--- src/rtl/board_io_pkg.sv ---
// rtl/board_io_pkg.sv - shared constants and FSM encoding for board button/switch conditioners
package board_io_pkg;

  // Board oscillator frequency, shared by every conditioner on this board
  localparam int CLK_HZ = 100_000_000;

  // 10 ms of stable level at CLK_HZ before a change is accepted
  localparam int DEBOUNCE_DEFAULT = 1_000_000;

  // Debounce FSM encoding
  localparam logic [1:0] IDLE         = 2'd0;
  localparam logic [1:0] PRESS_WAIT   = 2'd1;
  localparam logic [1:0] HELD         = 2'd2;
  localparam logic [1:0] RELEASE_WAIT = 2'd3;

  typedef enum logic [1:0] {
    ST_IDLE         = IDLE,
    ST_PRESS_WAIT   = PRESS_WAIT,
    ST_HELD         = HELD,
    ST_RELEASE_WAIT = RELEASE_WAIT
  } btn_state_e;

  // Converts a debounce window in milliseconds to clock cycles
  function automatic int ms_to_cycles(input int ms);
    return (CLK_HZ / 1000) * ms;
  endfunction

endpackage

--- src/rtl/sync_2ff.sv ---
// rtl/sync_2ff.sv - generic two-flop synchronizer with synchronous reset to 0
module sync_2ff #(
  parameter int WIDTH = 1
) (
  input  logic             clk,
  input  logic             reset,
  input  logic [WIDTH-1:0] d,
  output logic [WIDTH-1:0] q
);

  logic [WIDTH-1:0] s1;

  // Two back-to-back flops give the first stage a full cycle to resolve metastability
  always_ff @(posedge clk) begin
    if (reset) begin
      s1 <= '0;
      q  <= '0;
    end else begin
      s1 <= d;
      q  <= s1;
    end
  end

endmodule

--- src/rtl/button_step_pulse.sv ---
// rtl/button_step_pulse.sv - debounced single-step strobe for the program counter
module button_step_pulse
  import board_io_pkg::*;
#(
  parameter int DEBOUNCE_CYCLES = DEBOUNCE_DEFAULT
) (
  input  logic clk,
  input  logic reset,
  input  logic btn_in,
  output logic step_pulse,
  output logic btn_level
);

  localparam int CNT_W = $clog2(DEBOUNCE_CYCLES + 1);

  // Last count before a level change is accepted; entry already counts as sample 1
  localparam logic [CNT_W-1:0] CNT_LAST = CNT_W'(DEBOUNCE_CYCLES - 1);
  localparam logic [CNT_W-1:0] CNT_SAT  = CNT_W'(DEBOUNCE_CYCLES);
  localparam logic [CNT_W-1:0] CNT_ONE  = CNT_W'(1);

  logic             s2;
  logic [CNT_W-1:0] cnt;
  btn_state_e       state;

  sync_2ff #(
    .WIDTH(1)
  ) u_sync (
    .clk  (clk),
    .reset(reset),
    .d    (btn_in),
    .q    (s2)
  );

  // Saturating increment so a stuck count can never wrap back into range
  function automatic logic [CNT_W-1:0] sat_inc(input logic [CNT_W-1:0] v);
    return (v == CNT_SAT) ? v : v + CNT_ONE;
  endfunction

  // Debounce FSM with registered level and one-shot strobe
  always_ff @(posedge clk) begin
    if (reset) begin
      state      <= ST_IDLE;
      cnt        <= '0;
      step_pulse <= 1'b0;
      btn_level  <= 1'b0;
    end else begin
      step_pulse <= 1'b0;
      case (state)
        ST_IDLE: begin
          btn_level <= 1'b0;
          if (s2) begin
            state <= ST_PRESS_WAIT;
            cnt   <= CNT_ONE;
          end
        end

        ST_PRESS_WAIT: begin
          if (!s2) begin
            state <= ST_IDLE;
            cnt   <= '0;
          end else if (cnt == CNT_LAST) begin
            state      <= ST_HELD;
            cnt        <= '0;
            step_pulse <= 1'b1;
            btn_level  <= 1'b1;
          end else begin
            cnt <= sat_inc(cnt);
          end
        end

        ST_HELD: begin
          btn_level <= 1'b1;
          if (!s2) begin
            state <= ST_RELEASE_WAIT;
            cnt   <= CNT_ONE;
          end
        end

        ST_RELEASE_WAIT: begin
          if (s2) begin
            state     <= ST_HELD;
            cnt       <= '0;
            btn_level <= 1'b1;
          end else if (cnt == CNT_LAST) begin
            state     <= ST_IDLE;
            cnt       <= '0;
            btn_level <= 1'b0;
          end else begin
            cnt       <= sat_inc(cnt);
            btn_level <= 1'b1;
          end
        end

        default: begin
          state     <= ST_IDLE;
          cnt       <= '0;
          btn_level <= 1'b0;
        end
      endcase
    end
  end

endmodule

--- config.mk ---
export PLATFORM = sky130hd
export DESIGN_NAME = button_step_pulse
export DESIGN_NICKNAME = d
export VERILOG_FILES = /design/src/rtl/board_io_pkg.sv /design/src/rtl/sync_2ff.sv /design/src/rtl/button_step_pulse.sv
export SDC_FILE = /design/constraint.sdc
export NUM_CORES = 1
export LEC_CHECK = 0
export ABC_AREA = 0
export CAP_MARGIN = 10
export CORE_MARGIN = 5
export CORE_UTILIZATION = 60
export CTS_CLUSTER_DIAMETER = 60
export DETAILED_ROUTE_END_ITERATION = 6
export PLACE_DENSITY = 0.89
export REMOVE_ABC_BUFFERS = 1
export SYNTH_ARGS = -nofsm -noshare
export SYNTH_HDL_FRONTEND = slang
export SYNTH_SLANG_ARGS = --single-unit
--- constraint.sdc ---
create_clock -name clk -period 2.27 [get_ports clk]
set_input_delay 0.5675 -clock clk [delete_from_list [all_inputs] [get_ports clk]]
set_output_delay 0.5675 -clock clk [all_outputs]
set_load 0.01 [all_outputs]
# [Word-level counts from Yosys, hierarchy flattened]
# Index checks and enable logic that the tools add are counted.
[totals] wordCells=45 input_bits=3 ff_bits=26 output_inout_bits=2
[classes] eq_ne=11 bitwise=2 n_addsub=1 reduce_logical=5 n_mux=20
[op_table] cell="two-way mux 20 bit" n=6
[op_table] cell="case mux 20 bit (4 select lines)" n=1
[op_table] cell="== test 20 bit (second input constant)" n=2
[op_table] cell="adder 20 x 1 -> 20 bit (second input constant)" n=1
[op_table] cell="two-way mux 2 bit" n=6
[op_table] cell="case mux 2 bit (4 select lines)" n=1
[op_table] cell="two-way mux 1 bit" n=5
[op_table] cell="== test 2 bit (second input constant)" n=2
[op_table] cell="!= test 2 x 1 -> 1 bit (second input constant)" n=2
[op_table] cell="!= test 2 bit (second input constant)" n=2
[op_table] cell="case mux 1 bit (4 select lines)" n=1
[op_table] cell="AND reduction 2 bit" n=2
[op_table] cell="AND reduction 4 bit" n=1
[op_table] cell="!= test 3 x 2 -> 1 bit (second input constant)" n=1
[op_table] cell="!= test 3 bit (second input constant)" n=1
[op_table] cell="OR reduction 3 bit" n=1
[op_table] cell="== test 2 x 1 -> 1 bit (second input constant)" n=1
[op_table] cell="logical NOT 2 bit" n=1
[op_table] cell="inverter 1 bit" n=2

# [Logic depth before layout (Yosys ltp)]
# Gate-level depths: netlist of run 1.
[logic_depth] depth_word=5 mapped_depth=8 depth_no_buf=7

# [By module]
# A second synthesis of run 1 with hierarchy kept.
[hier_totals] cells_unflattened=176 hier_area_um2=1452.6
[modules_own_cells] module="button_step_pulse" area_per_inst_um2=1400.1 cells_each=172 seq_area_each_um2=480.5 instances=1
[modules_own_cells] module="sync_2ff" area_per_inst_um2=52.6 cells_each=4 seq_area_each_um2=40.0 instances=1

# [Worst setup path after synthesis of run 1]
# Ideal clock, no wire load.
[synth_path] path_type="reg-to-reg" from="register state[0]" to="register cnt[13]" required_ns=2.153 arrival_time_ns=1.737 n_path_buf=1 stages_incl_launch_ff=9 setup_time_ns=0.117 path_slack_ns=0.415 period_less_slack_ns=1.855 cell_sequence="dfxtp_1 inv_1 ha_1 mux2_4 or2_1 buf_6 nor3_1 xnor2_1 nor2_1"
[synth_between] elab_chain_cells=3 word_cells_on_any_way=8 classes_between="eq/ne: 5; mux: 1; reduce/logical: 2"
[synth_rtl] element="start: declaration" line="button_step_pulse.sv:23" source="btn_state_e state;"
[synth_rtl] element="start signal: assignment" line="button_step_pulse.sv:42" source="state <= ST_IDLE;"
[synth_rtl] element="start signal: assignment" line="button_step_pulse.sv:52" source="state <= ST_PRESS_WAIT;"
[synth_rtl] element="start signal: assignment" line="button_step_pulse.sv:59" source="state <= ST_IDLE;"
[synth_rtl] element="== test 2 bit or logical NOT 2 bit (tied branches)" line="button_step_pulse.sv:48" source="case (state)"
[synth_rtl] element="!= test 2 bit (no source line) or != test 2 x 1 -> 1 bit (tied branches)"
[synth_rtl] element="AND reduction 2 bit (no source line)"
[synth_rtl] element="end signal: assignment" line="button_step_pulse.sv:67" source="cnt <= sat_inc(cnt);"
[synth_rtl] element="end signal: assignment" line="button_step_pulse.sv:89" source="cnt <= sat_inc(cnt);"
[synth_rtl] element="end: declaration" line="button_step_pulse.sv:22" source="logic [CNT_W-1:0] cnt;"
# Several ways; a longest one is shown, not always the timed one.
# A chain may end at the register's enable or synchronous reset.

# [Final worst setup path of run 1]
[layout_path] from="register state[0]" to="register cnt[16]"
# Same word-level chain as after synthesis.

==> reports/qor.yml, run 1 <==
hold_buffers: 0
n_antenna_cell: 0
viasPerCell: 6.185
cp_data_arrival_time_ns: 2.27
insertion_delay_ns: 0.34
core_area_mm2: 0.002455
drt_first_pass_iters: 4
antenna_found_initial: 0
worst_pin_slew_ns: 0.4833
tns_ns: 0
grt_setup_unrepaired: "no"
totalPowerFinal_uw: 928.0
rrSetupSlack_ns: 0.24
grt-ovfl-total: 0
die_area_mm2: 0.003673
h-tree-depth: 1
fin_skew_ns: 0.01953
grt_pass1_vias: 1223
drt_iter0_drc: 43
pin_count: 5
clock_path_buffers: 2
clock_sinks: 26
postCtsSetupBuffers: 0
die_w_um: 60.61
routed_wl_mm: 3.129
antenna_left: 0
start_util: 0.6259
numCtsBuffers: 3
synth_cell_types: 51
vias: 1305
finalHoldViolations: 0
cp_max_fo: 8
status: "completed"
powerDensity_mw_per_mm2: 561.4
port_buffers: 4
cts_resized: 0
crit_type: "reg -> reg"
maxCapViolCount: 0
yosysSeqAreaShare: 0.3388
peakVddDrop_mv: 0.4536
hold_path.class: "reg -> reg"
period_minus_slack_ns: 2.029
start_kind: "flop"
synth.avg_cell_area_um2: 8.780
syn_to_final_growth_pct: 7.574
grt_max_degree: 16
drv_slew: 0
synth_area_mm2: 0.001536
drc: 0
cpMaxStageDelayCell: "dfxtp_1"
synth-seq-cells: 26
worstPathCellList: "inv_1 > ha_1 > mux2i_4 > nand2b_1 > nor4_2 > nor2_1 > a311oi_1"
routedWlPerCell_um: 14.83
tritoncts: "yes"
cp_data_required_time_ns: 2.51
setup_viol: 0
timing.fmax_mhz: 492.9
grt_pass1_wl_mm: 5.444
rows: 18
gp_congestion: 0.8675
cts_root_buffer: "clkbuf_4"
grt.total_usage: 0.1943
end_kind: "flop"
yosys_warnings: 0
path_clk_slew_ns: 0.13
leakage_uw: 0.0005337
final_nets: 192
slowest_delay_ns: 0.41
finalCritPeriodShare: 0.8937
final_layout_size_suffix_gt1_frac: 0.1326
relSlewSlack: 0.6686
syn_inst: 175
dp_hpwl_mm: 2.356
fp.dieH_um: 60.61
layout make-up:
class / instances / area [µm²]
multi-input combinational: 135 / 945.9
fill: 180 / 802.0
sequential: 26 / 520.5
timing repair buffer: 7 / 62.56
tap: 30 / 37.54
inverter: 9 / 33.78
clock inverter: 1 / 30.03
clock buffer: 3 / 22.52
routing by layer:
layer,GRT usage,routed length [µm],vias to the layer above,share of wire
met5,0,0,-,0
met4,0.06811,55,0,0.018
met3,0.03191,121,7,0.039
met2,0.3221,1509,32,0.48
met1,0.2552,1443,620,0.46
li1,-,-,646,-
metrics by stage:
step           hold WS (ns)    util  cell area, µm²  std cells  setup slack [ns]
5_1_grt              0.4958  0.6733            1653        211           0.09999
3_5_place_dp         0.4480  0.6519            1600        207            0.2817
4_1_cts              0.4666  0.6733            1653        211            0.2510
6_report             0.4636  0.6733            1653        211            0.2414
3_3_place_gp         0.4296  0.6519            1600        207            0.3290
2_1_floorplan        0.4138       -            1500        170            0.4297
sequential cells by signal, summed over array words and instances (netlist names), named ones only:
| name | cells |
|---|---|
| btn_level | 1 |
| cnt | 20 |
| state | 1 |
| step_pulse | 1 |
| u_sync.q | 1 |
| u_sync.s1 | 1 |
cells in the final DEF (no fill, tap or decap), types with 3 or more instances in the layout:
cell type	Yosys	layout
nor2_1	26	26
dfxtp_1	26	26
nand2_1	12	12
nand3_1	11	11
inv_1	9	9
xnor2_1	8	8
ha_1	7	7
nor4_1	6	6
nor3_1	5	5
nand4_1	4	4
a21oi_1	4	4
clkdlybuf4s50_1	0	4
nand2b_1	3	3
xor2_1	3	3
or3_1	3	3
clkbuf_4	0	3
buf_4	0	3
worst max-delay path, delay by kind of cell, from the launching register on:
kind / cells / cell delay, ns
adders and majority gates: 1 / 0.27
muxes: 1 / 0.29
buffers and inverters: 1 / 0.11
and+or+nand+nor: 3 / 0.63
DFF: 1 / 0.41
AOI/OAI and AO/OA: 1 / 0.24
synth_stat cells, drive strengths merged:
cell type,count,area share
dfxtp,26,0.34
nor2,26,0.064
nand2,13,0.033
nand3,12,0.042
inv,9,0.022
nor4,8,0.046
xnor2,8,0.046
ha,7,0.057
nor3,7,0.029
a21oi,6,0.024
nand4,5,0.024
buf,4,0.021
or3,4,0.020
and4,3,0.020
mux2i,3,0.028
nand2b,3,0.012
or4,3,0.020
xor2,3,0.017
a21o,2,0.0098
a31oi,2,0.0081
a32o,2,0.013
nor2b,2,0.0081
o21ai,2,0.0065
a211oi,1,0.0049
a311o,1,0.0065
a311oi,1,0.0057
a32oi,1,0.0057
a41o,1,0.0065
and3,1,0.0041
and4bb,1,0.0081
clkbuf,1,0.0024
mux2,1,0.0098
nand4b,1,0.0057
nor4b,1,0.0057
o2111ai,1,0.0098
o311ai,1,0.0057
o31ai,1,0.0049
or2,1,0.0041
cells by family (layout without fill, tap and decap cells):
group                    Yosys count  count (layout)  share of synthesized area
AO/OA/AOI/OAI                     22              22                     0.1116
multiplexers                       4               4                    0.03746
buffers and inverters             14              20                    0.04560
AND/OR/NAND/NOR                   91              91                     0.3469
XOR/XNOR                          11              11                    0.06271
flip-flops                        26              26                     0.3388
adder cells (fa/ha/maj)            7               7                    0.05700
power breakdown:
group          switching (µW)  internal [µW]
clock network             145            179
registers                11.1            467
logic                    76.0           49.7
total                     233            695
path summary, 6_finish.rpt:
check	end	from	depth (start not counted)
worst max-delay path	cnt[16]	state[0]	7
worst min-delay path	u_sync.q	u_sync.s1	1
worst max register to register	cnt[16]	state[0]	7
worst min register to register	u_sync.q	u_sync.s1	1
Note: power is estimated with default switching activity, not from simulation.
==> inputs of run 2 (changes only) <==
- PLACE_DENSITY: 0.89 -> 0.78
==> run 2 against run 1 <==
  * Final cell count down 0.47%
  * Maximum frequency down 0.10%
  * Via count down 0.54%
  * Sequential power about the same
  * Critical path type unchanged
  * Critical endpoint is now cnt[17]
==> reports/qor.yml, run 2 (same netlist as run 1, synthesis figures left out) <==
status: "completed"  # unchanged
tns_ns: 0  # unchanged
relSlewSlack: 0.6528  # was 0.6686
drv_slew: 0  # unchanged
cp_data_required_time_ns: 2.49  # was 2.51 ns
period_minus_slack_ns: 2.031  # was 2.029 ns
post-place-ws_ns: 0.3045  # was 0.2817 ns
fp.dieH_um: 60.61  # unchanged
largest_register_ffs: 20  # unchanged
numCtsBuffers: 3  # unchanged
grt_max_degree: 16  # unchanged
routed_wl_mm: 3.175  # was 3.129 mm
maxCapViolCount: 0  # unchanged
largest_register: "cnt"  # unchanged
fin_skew_ns: 0.008621  # was 0.01953 ns
antenna_left: 0  # unchanged
port_buffers: 4  # unchanged
core_area_mm2: 0.002455  # unchanged
path_clk_slew_ns: 0.14  # was 0.13 ns
fillCellCount: 202  # was 180
start_kind: "flop"  # unchanged
tritoncts: "yes"  # unchanged
gp_congestion: 0.8233  # was 0.8675
rows: 18  # unchanged
final_layout_size_suffix_gt1_frac: 0.1278  # was 0.1326
drt_iter0_drc: 43  # unchanged
dp_hpwl_mm: 2.355  # was 2.356 mm
clock_path_buffers: 2  # unchanged
grt_setup_unrepaired: "no"  # unchanged
leakage_uw: 0.0005289  # was 0.0005337 µW
die_area_mm2: 0.003673  # unchanged
finalCritPeriodShare: 0.8946  # was 0.8937
finalHoldViolations: 0  # unchanged
viasPerCell: 6.181  # was 6.185
multi_input_area_um2: 945.9  # unchanged
drt_first_pass_iters: 4  # unchanged
pin_count: 5  # unchanged
crit_type: "reg -> reg"  # unchanged
grt.total_usage: 0.1985  # was 0.1943
powerDensity_mw_per_mm2: 558.2  # was 561.4 mW/mm²
die_w_um: 60.61  # unchanged
syn_to_final_growth_pct: 7.085  # was 7.574%
start_util: 0.6259  # unchanged
n_antenna_cell: 0  # unchanged
cp_max_fo: 6  # was 8
seq_area_um2: 520.5  # unchanged
grt_pass1_vias: 1264  # was 1223
antenna_found_initial: 0  # unchanged
fin_ws_ns: 0.2393  # was 0.2414 ns
dp_cells: 206  # was 207
cts_root_buffer: "clkbuf_4"  # unchanged
final_nets: 191  # was 192
postCtsSetupBuffers: 0  # unchanged
stdcell_count: 210  # was 211
hold_buffers: 0  # unchanged
peakVddDrop_mv: 0.4707  # was 0.4536 mV
routedWlPerCell_um: 15.12  # was 14.83 µm
clock_sinks: 26  # unchanged
cts_resized: 0  # unchanged
h-tree-depth: 1  # unchanged
drc: 0  # unchanged
worst_pin_slew_ns: 0.5064  # was 0.4833 ns
grt-ovfl-total: 0  # unchanged
end_kind: "flop"  # unchanged
hold_start: "u_sync.s1"  # unchanged
setup_viol: 0  # unchanged
grt_pass1_wl_mm: 5.540  # was 5.444 mm
vias: 1298  # was 1305
hold_path.class: "reg -> reg"  # unchanged
layout_common_cells: "26 x nor2_1, 26 x dfxtp_1, 12 x nand2_1, 11 x nand3_1, 9 x inv_1"  # unchanged
timing.fmax_mhz: 492.4  # was 492.9 MHz
insertion_delay_ns: 0.32  # was 0.34 ns
cp_data_arrival_time_ns: 2.25  # was 2.27 ns
-- run 2: cell types whose count changed in the layout (fill, tap and decap cells not counted) --
cell,previous run,this run
buf_4,3,2
-- run 2: stage by stage --
step	instance area (µm²)	hold WS (ns)	total power, µW	utilization
6_report	1645	0.4646	918.4	0.6702
5_1_grt	1645	0.4862	963.2	0.6702
4_1_cts	1645	0.4672	917.2	0.6702
3_5_place_dp	1593	0.4486	607.0	0.6488
3_3_place_gp	1593	0.4304	604.7	0.6488
2_1_floorplan	1500	0.4138	568.1	-
-- run 2: path summary, 6_finish.rpt --
kind	slack [ns]	endpoint	depth (start not counted)
max	0.24	cnt[17]	7
min	0.46	u_sync.q	1
max reg2reg	0.24	cnt[17]	7
min reg2reg	0.46	u_sync.q	1
-- run 2: where the power goes --
part	total (µW)	leakage [µW]	switching [µW]	internal, µW
registers	478	0.000210	10.6	467
logic	122	0.000291	73.6	48.2
clock network	319	0.0000279	141	179
total	918	0.000529	225	694
-- run 2: layer usage --
layer	vias to the layer above	global-route usage	wire length (µm)
met1	601	0.2575	1417
met3	8	0.03404	174
met5	-	0	0
met4	0	0.08359	61
met2	43	0.3252	1522
li1	646	-	-
-- run 2: layout make-up --
cell class / instances / share of cell area
Multi-Input combinational cell: 135 / 0.5749
Sequential cell: 26 / 0.3163
Timing Repair Buffer: 6 / 0.03346
Tap cell: 30 / 0.02281
Inverter: 9 / 0.02053
Clock inverter: 1 / 0.01825
Clock buffer: 3 / 0.01369
-- run 2: worst max-delay path, cell delays in order, from the launching register on --
cell and delay [ns]:
dfxtp_1 0.39, inv_1 0.10, ha_1 0.26, mux2i_1 0.45, nand2b_1 0.25, a21o_1 0.15
nor4_1 0.07, a311o_1 0.27
==> inputs of run 3 (changes only) <==
- ABC_AREA: 0 -> 1
- CAP_MARGIN: 10 -> not set
==> run 3 against run 2 <==
  * Clock power is 23% lower
  * Sequential share of layout area is 1.5 points lower
  * Sequential power is 9.8% higher
  * Worst setup slack better by 0.19 ns
  * Register-to-register slack better by 0.19 ns
  * Clock skew hardly changed
  * Critical endpoint is now cnt[12]
  * Largest cell class unchanged
  * Largest power group unchanged
==> reports/qor.yml, run 3 <==
numCtsBuffers: 3  # unchanged
wl_met3_um: 181  # was 174 µm
fp.dieH_um: 61.79  # was 60.61 µm
totalPowerFinal_uw: 1183  # was 918.4 µW
fillCellCount: 243  # was 202
reg2reg_to: "cnt[12]"  # was cnt[17]
syn_inst: 246  # was 175
end_kind: "flop"  # unchanged
n_antenna_cell: 0  # unchanged
syn_to_final_growth_pct: 7.465  # was 7.085%
multi_input_area_um2: 959.7  # was 945.9 µm²
seq_area_um2: 520.5  # unchanged
final_layout_size_suffix_gt1_frac: 0.09843  # was 0.1278
yosys_warnings: 0  # unchanged
rows: 18  # unchanged
postCtsSetupBuffers: 0  # unchanged
core_area_mm2: 0.002522  # was 0.002455 mm²
cp_data_required_time_ns: 2.56  # was 2.49 ns
worst_pin_slew_ns: 0.3767  # was 0.5064 ns
grt-ovfl-total: 0  # unchanged
top_layer_used: "met4"  # unchanged
holdWs_ns: 0.4164  # was 0.4646 ns
final_nets: 265  # was 191
crit_start: "state[0]"
status: "completed"  # unchanged
yosysSeqAreaShare: 0.3235  # was 0.3388
critPathCapture: "cnt[12]"  # was cnt[17]
tritoncts: "yes"  # unchanged
rrSetupSlack_ns: 0.42  # was 0.24 ns
synth_most_common_cell: "nand2_1"
largest_register: "cnt"  # unchanged
synthTopCellsByArea: "dfxtp_1 32%, nand2_1 15%, nor2_1 8.4%"  # was dfxtp_1 34%, nor2_1 6.4%, ha_1 5.7%
critPathMostFrequentCell: "inv_1"
insertion_delay_ns: 0.34  # was 0.32 ns
worstPathCellList: "inv_1 > ha_1 > inv_1 > o21ai_2 > inv_2 > a21oi_1 > nand2_1 > nor2_1"  # was inv_1 > ha_1 > mux2i_1 > nand2b_1 > a21o_1 > nor4_1 > a311o_1
synth_cell_types: 27  # was 51
slowest_delay_ns: 0.38  # was 0.45 ns
synth_area_mm2: 0.001609  # was 0.001536 mm²
die_w_um: 61.79  # was 60.61 µm
period_minus_slack_ns: 1.845  # was 2.031 ns
tns_ns: 0  # unchanged
viasPerCell: 5.518  # was 6.181
grt_pass1_vias: 1430  # was 1264
grt.total_usage: 0.2148  # was 0.1985
hold_path.class: "reg -> reg"  # unchanged
async_reset_ff_frac: 0  # unchanged
peakVddDrop_mv: 0.6411  # was 0.4707 mV
synth_top_area_share: 0.3235  # was 0.3388
grt_max_degree: 15  # was 16
hold_buffers: 0  # unchanged
wl_met1_mm: 1.706  # was 1.417 mm
leakage_uw: 0.0006437  # was 0.0005289 µW
largest_register_ffs: 20  # unchanged
timing.fmax_mhz: 541.9  # was 492.4 MHz
maxCapViolCount: 0  # unchanged
cp_max_fo: 8  # was 6
antenna_left: 0  # unchanged
start_util: 0.6379  # was 0.6259
antenna_found_initial: 0  # unchanged
start_kind: "flop"  # unchanged
layout_common_cells: "65 x nand2_1, 36 x nor2_1, 31 x inv_1, 26 x dfxtp_1, 14 x a21oi_1"  # was 26 x nor2_1, 26 x dfxtp_1, 12 x nand2_1, 11 x nand3_1, 9 x inv_1
cpMaxStageDelayCell: "a21oi_1"  # was mux2i_1
port_buffers: 4  # unchanged
cts_resized: 0  # unchanged
wl_met2_mm: 1.558  # was 1.522 mm
fin_skew_ns: 0.008585  # was 0.008621 ns
finalCritPeriodShare: 0.8130  # was 0.8946
gp_congestion: 0.9093  # was 0.8233
synth_edf_count: 0  # unchanged
stdcell_count: 284  # was 210
timing.rr.start: "state[0]"
dp_hpwl_mm: 2.845  # was 2.355 mm
finalHoldViolations: 0  # unchanged
synthTopCellsByCount: "65 x nand2_1, 36 x nor2_1, 31 x inv_1"  # was 26 x dfxtp_1, 26 x nor2_1, 12 x nand2_1
layout_commonest_cell: "nand2_1"
grt_setup_unrepaired: "no"  # unchanged
drv_slew: 0  # unchanged
relSlewSlack: 0.7488  # was 0.6528
r2r_cells: 8  # was 7
synth-main-ff-cell: "dfxtp_1"  # unchanged
routedWlPerCell_um: 12.45  # was 15.12 µm
drc: 0  # unchanged
clock_path_buffers: 2  # unchanged
synth.avg_cell_area_um2: 6.541  # was 8.780 µm²
vias: 1567  # was 1298
pin_count: 5  # unchanged
powerDensity_mw_per_mm2: 684.0  # was 558.2 mW/mm²
path_clk_slew_ns: 0.15  # was 0.14 ns
drt_first_pass_iters: 4  # unchanged
clock_sinks: 26  # unchanged
hold_path_depth: 2  # was 1
h-tree-depth: 1  # unchanged
die_area_mm2: 0.003817  # was 0.003673 mm²
dp_cells: 280  # was 206
routed_wl_mm: 3.537  # was 3.175 mm
synth_area_leader_cell: "dfxtp_1"  # unchanged
setup_viol: 0  # unchanged
cts_root_buffer: "clkbuf_4"  # unchanged
cp_data_arrival_time_ns: 2.13  # was 2.25 ns
crit_type: "reg -> reg"  # unchanged
drt_iter0_drc: 134  # was 43
grt_pass1_wl_mm: 6.099  # was 5.540 mm
synth-seq-cells: 26  # unchanged
run 3: changes by cell type in the layout (fill, tap and decap cells not counted), moves of 3 or more:
| cell | change |
|---|---|
| a21oi_1 | +10 |
| inv_1 | +22 |
| nand2_1 | +53 |
| nand2_4 | +4 |
| nand2b_1 | -3 |
| nand3b_1 | +3 |
| nor2_1 | +10 |
| nor2_2 | +5 |
| nor3_1 | +8 |
| nor4_1 | -4 |
| o21ai_0 | +4 |
| or3_1 | -3 |
| xnor2_1 | -8 |
run 3: worst min-delay path by stage:
stage / to / from / slack (ns)
5_1_grt: u_sync.q / u_sync.s1 / 0.43
2_1_floorplan: u_sync.q / u_sync.s1 / 0.39
6_report: u_sync.q / u_sync.s1 / 0.42
4_1_cts: u_sync.q / u_sync.s1 / 0.42
3_5_place_dp: u_sync.q / u_sync.s1 / 0.40
3_3_place_gp: u_sync.q / u_sync.s1 / 0.39
run 3: metal layers:
layer	global-route usage	vias to the layer above
li1	-	800
met1	0.2882	692
met2	0.3363	66
met3	0.03306	9
met4	0.1030	0
met5	0	-
run 3: kinds of logic (layout without fill, tap and decap cells):
kind of cell | after synthesis | count (layout) | share of synthesized area
and+or+nand+nor | 156 | 156 | 0.4634
buffers and inverters | 34 | 42 | 0.08008
DFF | 26 | 26 | 0.3235
AOI/OAI and AO/OA | 21 | 21 | 0.06765
adders and majority gates | 7 | 7 | 0.05443
xor gates and xnor gates | 2 | 2 | 0.01089
run 3: critical path: cells and delay by family (launching register included):
kind / cells / cell delay (ns)
buf+inv: 3 / 0.36
simple gates: 2 / 0.21
fa+ha+maj: 1 / 0.17
flops: 1 / 0.37
compound gates: 2 / 0.69
run 3: per-stage QoR:
| stage | util | instance area (µm²) | worst slack [ns] |
|---|---|---|---|
| floorplan | - | 1600 | 0.6236 |
| global placement | 0.6711 | 1693 | 0.5419 |
| detailed placement | 0.6711 | 1693 | 0.4843 |
| CTS | 0.6855 | 1729 | 0.4705 |
| global route | 0.6855 | 1729 | 0.2526 |
| finish | 0.6855 | 1729 | 0.4246 |
run 3: area by class of cell:
type / count / area share
Multi-Input combinational cell: 186 / 0.5550
Clock buffer: 4 / 0.02098
Tap cell: 30 / 0.02171
Inverter: 32 / 0.06946
Timing Repair Buffer: 6 / 0.03184
Sequential cell: 26 / 0.3010
run 3: where the power goes:
part,switching (µW),internal (µW),leakage (µW)
logic,276,136,0.000412
clock network,147,98.4,0.0000210
registers,34.4,491,0.000211
total,458,725,0.000644
